[config.mk]
export PLATFORM = sky130hd
export DESIGN_NAME = serial_master
export DESIGN_NICKNAME = d
export VERILOG_FILES = /design/src/rtl/serial_master.sv
export SDC_FILE = /design/constraint.sdc
export NUM_CORES = 1
export LEC_CHECK = 0
export CAP_MARGIN = 40
export CORE_MARGIN = 4
export CORE_UTILIZATION = 45
export CTS_CLUSTER_SIZE = 12
export DETAILED_ROUTE_END_ITERATION = 6
export MAX_ROUTING_LAYER = met4
export PLACE_DENSITY_LB_ADDON = 0.2
export SLEW_MARGIN = 15
export SYNTH_ARGS = -nofsm -noshare
export SYNTH_HDL_FRONTEND = slang
export SYNTH_SLANG_ARGS = --single-unit
[constraint.sdc]
create_clock -name clock -period 2.1 [get_ports clock]
set_input_delay 0.42 -clock clock [delete_from_list [all_inputs] [get_ports clock]]
set_output_delay 0.42 -clock clock [all_outputs]
set_load 0.005 [all_outputs]
[src/rtl/serial_master.sv]
// serial_master: 40-bit MSB-first serial register-access master ({rd, addr, data}).
// The readback path (ser_miso capture, rdata) is built only with SERIAL_MASTER_READBACK_EN.
module serial_master #(
  parameter int CLK_DIV = 4
) (
  input  logic        clock,
  input  logic        reset,
  input  logic        start,
  input  logic        rd,
  input  logic [6:0]  addr,
  input  logic [31:0] wdata,
  output logic        busy,
  output logic        done,
  output logic [31:0] rdata,
  output logic        ser_sclk,
  output logic        ser_sen_n,
  output logic        ser_mosi,
  input  logic        ser_miso
);

  localparam logic [7:0] HALF_LAST = 8'(CLK_DIV - 1);
  localparam logic [5:0] BIT_LAST  = 6'd39;

  typedef enum logic [1:0] {IDLE, SHIFT, HOLD, GAP} state_t;

  state_t      state_reg, state_next;
  logic [7:0]  half_cnt_reg, half_cnt_next;
  logic        phase_reg, phase_next;
  logic [5:0]  bit_cnt_reg, bit_cnt_next;
  logic [39:0] tx_reg, tx_next;
  logic        done_reg, done_next;
  logic        frame_rd;
  logic        half_end;
  logic        bit_end;

  assign half_end = (half_cnt_reg == HALF_LAST);
  // Last cycle of a bit's high phase: slave data is sampled and MOSI advances.
  assign bit_end  = (state_reg == SHIFT) && phase_reg && half_end;

  always_ff @(posedge clock or posedge reset) begin
    if (reset) begin
      state_reg    <= IDLE;
      half_cnt_reg <= '0;
      phase_reg    <= 1'b0;
      bit_cnt_reg  <= '0;
      tx_reg       <= '0;
      done_reg     <= 1'b0;
    end else begin
      state_reg    <= state_next;
      half_cnt_reg <= half_cnt_next;
      phase_reg    <= phase_next;
      bit_cnt_reg  <= bit_cnt_next;
      tx_reg       <= tx_next;
      done_reg     <= done_next;
    end
  end

  always_comb begin
    state_next    = state_reg;
    half_cnt_next = half_cnt_reg;
    phase_next    = phase_reg;
    bit_cnt_next  = bit_cnt_reg;
    tx_next       = tx_reg;
    done_next     = 1'b0;
    case (state_reg)
      IDLE: begin
        if (start) begin
          state_next    = SHIFT;
          tx_next       = {frame_rd, addr, frame_rd ? 32'h0 : wdata};
          half_cnt_next = '0;
          phase_next    = 1'b0;
          bit_cnt_next  = '0;
        end
      end
      SHIFT: begin
        if (half_end) begin
          half_cnt_next = '0;
          phase_next    = ~phase_reg;
          if (phase_reg) begin
            tx_next = {tx_reg[38:0], 1'b0};
            if (bit_cnt_reg == BIT_LAST) begin
              bit_cnt_next = '0;
              state_next   = HOLD;
            end else begin
              bit_cnt_next = bit_cnt_reg + 6'd1;
            end
          end
        end else begin
          half_cnt_next = half_cnt_reg + 8'd1;
        end
      end
      HOLD: begin
        if (half_end) begin
          half_cnt_next = '0;
          state_next    = GAP;
        end else begin
          half_cnt_next = half_cnt_reg + 8'd1;
        end
      end
      GAP: begin
        if (half_end) begin
          half_cnt_next = '0;
          state_next    = IDLE;
          done_next     = 1'b1;
        end else begin
          half_cnt_next = half_cnt_reg + 8'd1;
        end
      end
      default: state_next = IDLE;
    endcase
  end

`ifdef SERIAL_MASTER_READBACK_EN
  logic        rd_reg;
  logic [31:0] rx_reg;
  logic [31:0] rdata_reg;

  assign frame_rd = rd;

  always_ff @(posedge clock or posedge reset) begin
    if (reset) begin
      rd_reg    <= 1'b0;
      rx_reg    <= '0;
      rdata_reg <= '0;
    end else begin
      if ((state_reg == IDLE) && start) begin
        rd_reg <= rd;
      end
      // Header bits (index 0..7) carry no readback data.
      if (bit_end && rd_reg && (bit_cnt_reg >= 6'd8)) begin
        rx_reg <= {rx_reg[30:0], ser_miso};
      end
      if (done_next && rd_reg) begin
        rdata_reg <= rx_reg;
      end
    end
  end

  assign rdata = rdata_reg;
`else
  logic [1:0] unused_inputs;

  assign unused_inputs = {rd, ser_miso};
  assign frame_rd      = 1'b0;
  assign rdata         = '0;
`endif

  assign busy      = (state_reg != IDLE);
  assign done      = done_reg;
  assign ser_sclk  = (state_reg == SHIFT) && phase_reg;
  assign ser_sen_n = !((state_reg == SHIFT) || (state_reg == HOLD));
  assign ser_mosi  = tx_reg[39];

endmodule
Word-level counts from Yosys, hierarchy flattened
Cells that the tools add are included.
{ "word_totals": {"reg_bits": 58, "word_cells": 54, "out_inout_bits": 37} }
{ "op_classes": {"addsub": 2, "muxes": 24, "n_reduce_logical": 10, "bitwise": 1, "n_eq_ne": 11} }
{ "ops": {"columns": ["cell", "n"], "rows": [
  ["2-to-1 mux 40 bit", 3],
  ["case mux 40 bit (2 select lines)", 1],
  ["2-to-1 mux 6 bit", 4],
  ["2-to-1 mux 8 bit", 2],
  ["case mux 8 bit (2 select lines)", 1],
  ["2-to-1 mux 2 bit", 6],
  ["case mux 6 bit (2 select lines)", 1],
  ["inequality test 2 bit (second input constant)", 5],
  ["adder 8 x 1 -> 8 bit (second input constant)", 1],
  ["equality test 8 x 2 -> 1 bit (second input constant)", 1],
  ["case mux 2 bit (4 select lines)", 1],
  ["adder 6 x 1 -> 6 bit (second input constant)", 1],
  ["equality test 6 bit (second input constant)", 1],
  ["AND reduction 6 bit", 1],
  ["equality test 2 bit (second input constant)", 2],
  ["2-to-1 mux 1 bit", 4],
  ["AND reduction 4 bit", 1],
  ["nonzero test 2 bit", 2],
  ["AND reduction 3 bit", 1],
  ["OR reduction 3 bit", 1],
  ["equality test 2 x 1 -> 1 bit (second input constant)", 1],
  ["zero test 2 bit", 1],
  ["inequality test 2 x 1 -> 1 bit (second input constant)", 1],
  ["case mux 1 bit (2 select lines)", 1],
  ["other kinds (4)", 4]
]} }

Logic depth before layout (Yosys ltp)
{ "depth": {"ltp_word": 5, "depth_mapped": 9, "mapped_depth_nobuf": 7} }

Worst setup path after synthesis
OpenSTA, ideal clock, no wires.
{ "synth_path": {"path_kind": "register to register", "startpoint": "register state_reg[0]", "endpoint": "register state_reg[0]", "setup_slack_ns": 0.093, "required_time_ns": 2.021, "path_buffers": 1, "arrival_time_ns": 1.928, "synth_period_minus_slack_ns": 2.007, "path_stages_with_launch": 8, "cell_sequence": "dfrtp_1 > inv_1 > ha_1 > buf_4 > and2b_4 > or4_1 > a211oi_1 > mux2i_1"} }
{ "synth_via": {"elab_chain_len": 3} }
{ "synth_rtl": {"columns": ["item", "line", "text"], "rows": [
  ["start, declared", "26", "state_t state_reg, state_next;"],
  ["start signal, assigned", "49", "state_reg <= state_next;"],
  ["equality test 2 x 1 -> 1 bit, or another cell as far along", "65", "case (state_reg)"],
  ["inequality test 2 x 1 -> 1 bit (no line) or inequality test 2 bit (tied branches)", null, null],
  ["AND reduction 6 bit (no line)", null, null]
]} }
Parallel ways exist; a longest one is shown, timed or not.
A chain may end at the register's enable or synchronous reset.

Final worst setup path
{ "layout_path": {"startpoint": "register state_reg[0]", "endpoint": "output port busy"} }
{ "layout_via": {"elab_chain_len": 1} }
{ "layout_rtl": {"columns": ["item", "line", "text"], "rows": [
  ["nonzero test 2 bit", "148", "assign busy = (state_reg != IDLE);"],
  ["end, declared", "12", "output logic busy,"]
]} }
Every way passes these cells.

==> summary.md <==
| Metric | Value |
|---|---|
| Syn avg cell area | `12.1 um2` |
| Asr flop ratio synth | `1.00` |
| Pwr Density | `595 nW/um2` |
| CTS HTree Levels | `3` |
| Most common cell in the netlist | `mux2_2` |
| Initial antenna violation count | `0` |
| CTS tree | `done` |
| Setup crit end kind | `output port` |
| Critical path startpoint category | `flip-flop` |
| Clock Pin Slew Worst Setup and Hold Paths | `roughly 0.07 ns` |
| First-pass GRT wire length | `9780 um` |
| Final TNS setup | `0 ns` |
| WHS | `0.366 ns` |
| Synth warnings | `0` |
| Fin. Hold Viols | `0` |
| Worst EP arrival | `between 1.5 and 2 ns` |
| Global-route usage over all layers | `0.146` |
| DR iter-0 viols | `64` |
| Peak fanout along the critical path | `4` |
| Lkg Pwr | `1.74 nW` |
| Die extent in x | `93.6 um` |
| Placed instance count | `418` |
| Rows | `30` |
| Nets | `388` |
| Longest Clk Path Bufs | `2` |
| Final cycle utilization of the critical path | `0.938` |
| Pwr Total | `around 2.4 mW` |
| Final std cells w/o fill | `438` |
| Placed cell area | `around 3800 um2` |
| Fin. max-slew vios | `0` |
| Synth-to-layout area growth | `24.3%` |
| Die area | `8760 um2` |
| DP HPWL | `between 4000 and 5000 um` |
| Primary FF master, synth | `dfrtp_1` |
| Required time worst endpoint | `1.68 ns` |
| Via density | `4.93` |
| Worst Reg-to-Reg Cells | `6` |
| Vias | `between 2,000 and 2,500` |
| Fill count | `595` |
| Sink Count | `58` |
| Share of the synthesized area in the top cell type | `0.440` |
| Die H | `just over 90 um` |
| Hold Crit Class | `in -> async` |
| GRT overflow | `0` |
| Worst-case clock skew | `between 0.006 and 0.007 ns` |
| Post-DRT Antenna Nets | `0` |
| Yosys cell types | `40` |
| PortBufs | `46` |
| Yosys top cell by area | `dfrtp_1` |
| Largest net degree at the start of global routing | `between 40 and 50` |
| 1st-pass router iterations | `4` |
| N_diodes | `0` |
| Number of global-route vias before repair | `between 2,000 and 2,500` |
| I/O pin cnt | `81` |
| Critical Setup Path Class | `reg -> out` |
| Synth area leaders | `dfrtp_1 44%, mux2_2 24%, buf_4 8.4%` |
| Util after Layout | `0.590` |
| DRC errors left | `0` |
| VDD IR max | `0.475 mV` |
| Total core area | `roughly 7000 um2` |
| RSZ-0062 raised after global routing | `no` |
| CTS root buf | `clkbuf_8` |
| Cts hold-fix bufs | `0` |
| Synth Instances | `272` |
| MaxCap Viol Count | `0` |
| Min Tclk post-route | `1.97 ns` |
| Cell area after layout | `4100 um2` |
| Maximum clock frequency | `0.508 GHz` |
| Synth cell count leaders | `69 x mux2_2, 58 x dfrtp_1, 37 x buf_4, 11 x nand2_1, 10 x mux2_1` |
| Setup-failing EPs final | `0` |
| Clk_lat worst skew | `0.33 ns` |
| Placer Congestion | `0.805` |
| Status | `finished, final reports clean` |
| Initial Util | `0.475` |
| Number of enable flip-flop cells after synthesis | `0` |
| Share of layout cells above drive strength 1 | `0.351` |
| WL/cell | `around 13 um` |
| Post-route setup slack | `0.131 ns` |
| Synthesized area | `3300 um2` |
| CTS buffer count | `9` |
| Sequential-to-total area share from yosys stat | `0.440` |
| Max FFs per register | `40` |
| Post-synthesis register bit count | `between 50 and 60` |
| DRT Wirelength | `5690 um` |
| Worst Setup Slack post-DPL | `-0.102 ns` |
cells by family (layout without fill, tap and decap cells):
kind of cell,Yosys count,in the layout,synth area share
AO/OA/AOI/OAI,23,23,0.0486
XOR/XNOR,2,2,0.00531
adder cells (fa/ha/maj),7,7,0.0266
buffers and inverters,53,92,0.108
flip-flops,58,58,0.440
multiplexers,84,84,0.285
other,1,32,0.00114
AND/OR/NAND/NOR,44,44,0.0854
final cells by class:
cell class              count  area (um2)  area share
inverters                   9        33.8     0.00824
flip-flops and latches     58        1450       0.354
clock buffers              12         165      0.0403
well taps                  96         120      0.0293
repair buffers             67         656       0.160
multi-input cells         192        1620       0.396
clock inverters             4        48.8      0.0119
worst paths after layout:
| check | from | endpoint | slack (ns) |
|---|---|---|---|
| max in group asynchronous | reset | half_cnt_reg[6] | 1.20 |
| min reg2reg | tx_reg[38] | tx_reg[39] | 0.48 |
| max reg2reg | half_cnt_reg[0] | tx_reg[0] | 0.16 |
| min in group clock | tx_reg[38] | tx_reg[39] | 0.48 |
| min | reset | tx_reg[3] | 0.37 |
| max | state_reg[0] | busy | 0.13 |
timing repair:
item	in CTS	in global routing
resized for setup	7	1
cloned	0	0
buffers inserted	3	1
setup endpoints to repair	3	1
layer usage:
layer  routed length (um)  share of wire  global-route usage
met1                 2470           0.43               0.168
met3                  386          0.068              0.0338
met5                    0              0                   -
met4                  121          0.021              0.0758
met2                 2710           0.48               0.238
critical path, cell delays in order (launching register included):
cell	delay (ns)
dfrtp_1	0.37
buf_4	0.13
inv_2	0.07
ha_2	0.21
buf_4	0.13
inv_1	0.05
dlygate4sd2_1	0.25
layout by cell type (no fill, tap or decap), types with 4 or more instances in the layout:
cell              n
clkdlybuf4s50_1  43
mux2i_1           5
ha_1              5
mux2_1           10
nor2_1            5
inv_1             6
o21ai_0           7
mux2_2           69
a22o_1            4
buf_4            18
a21oi_1           4
nand2_1          10
clkbuf_8         12
nand3_1           7
dfrtp_1          58
conb_1           32
power by group:
group | switching, mW | internal [mW]
Sequential | 0.0169 | 1.16
Combinational | 0.0628 | 0.122
Clock | 0.440 | 0.643
Power figures use the tool's default switching activity.
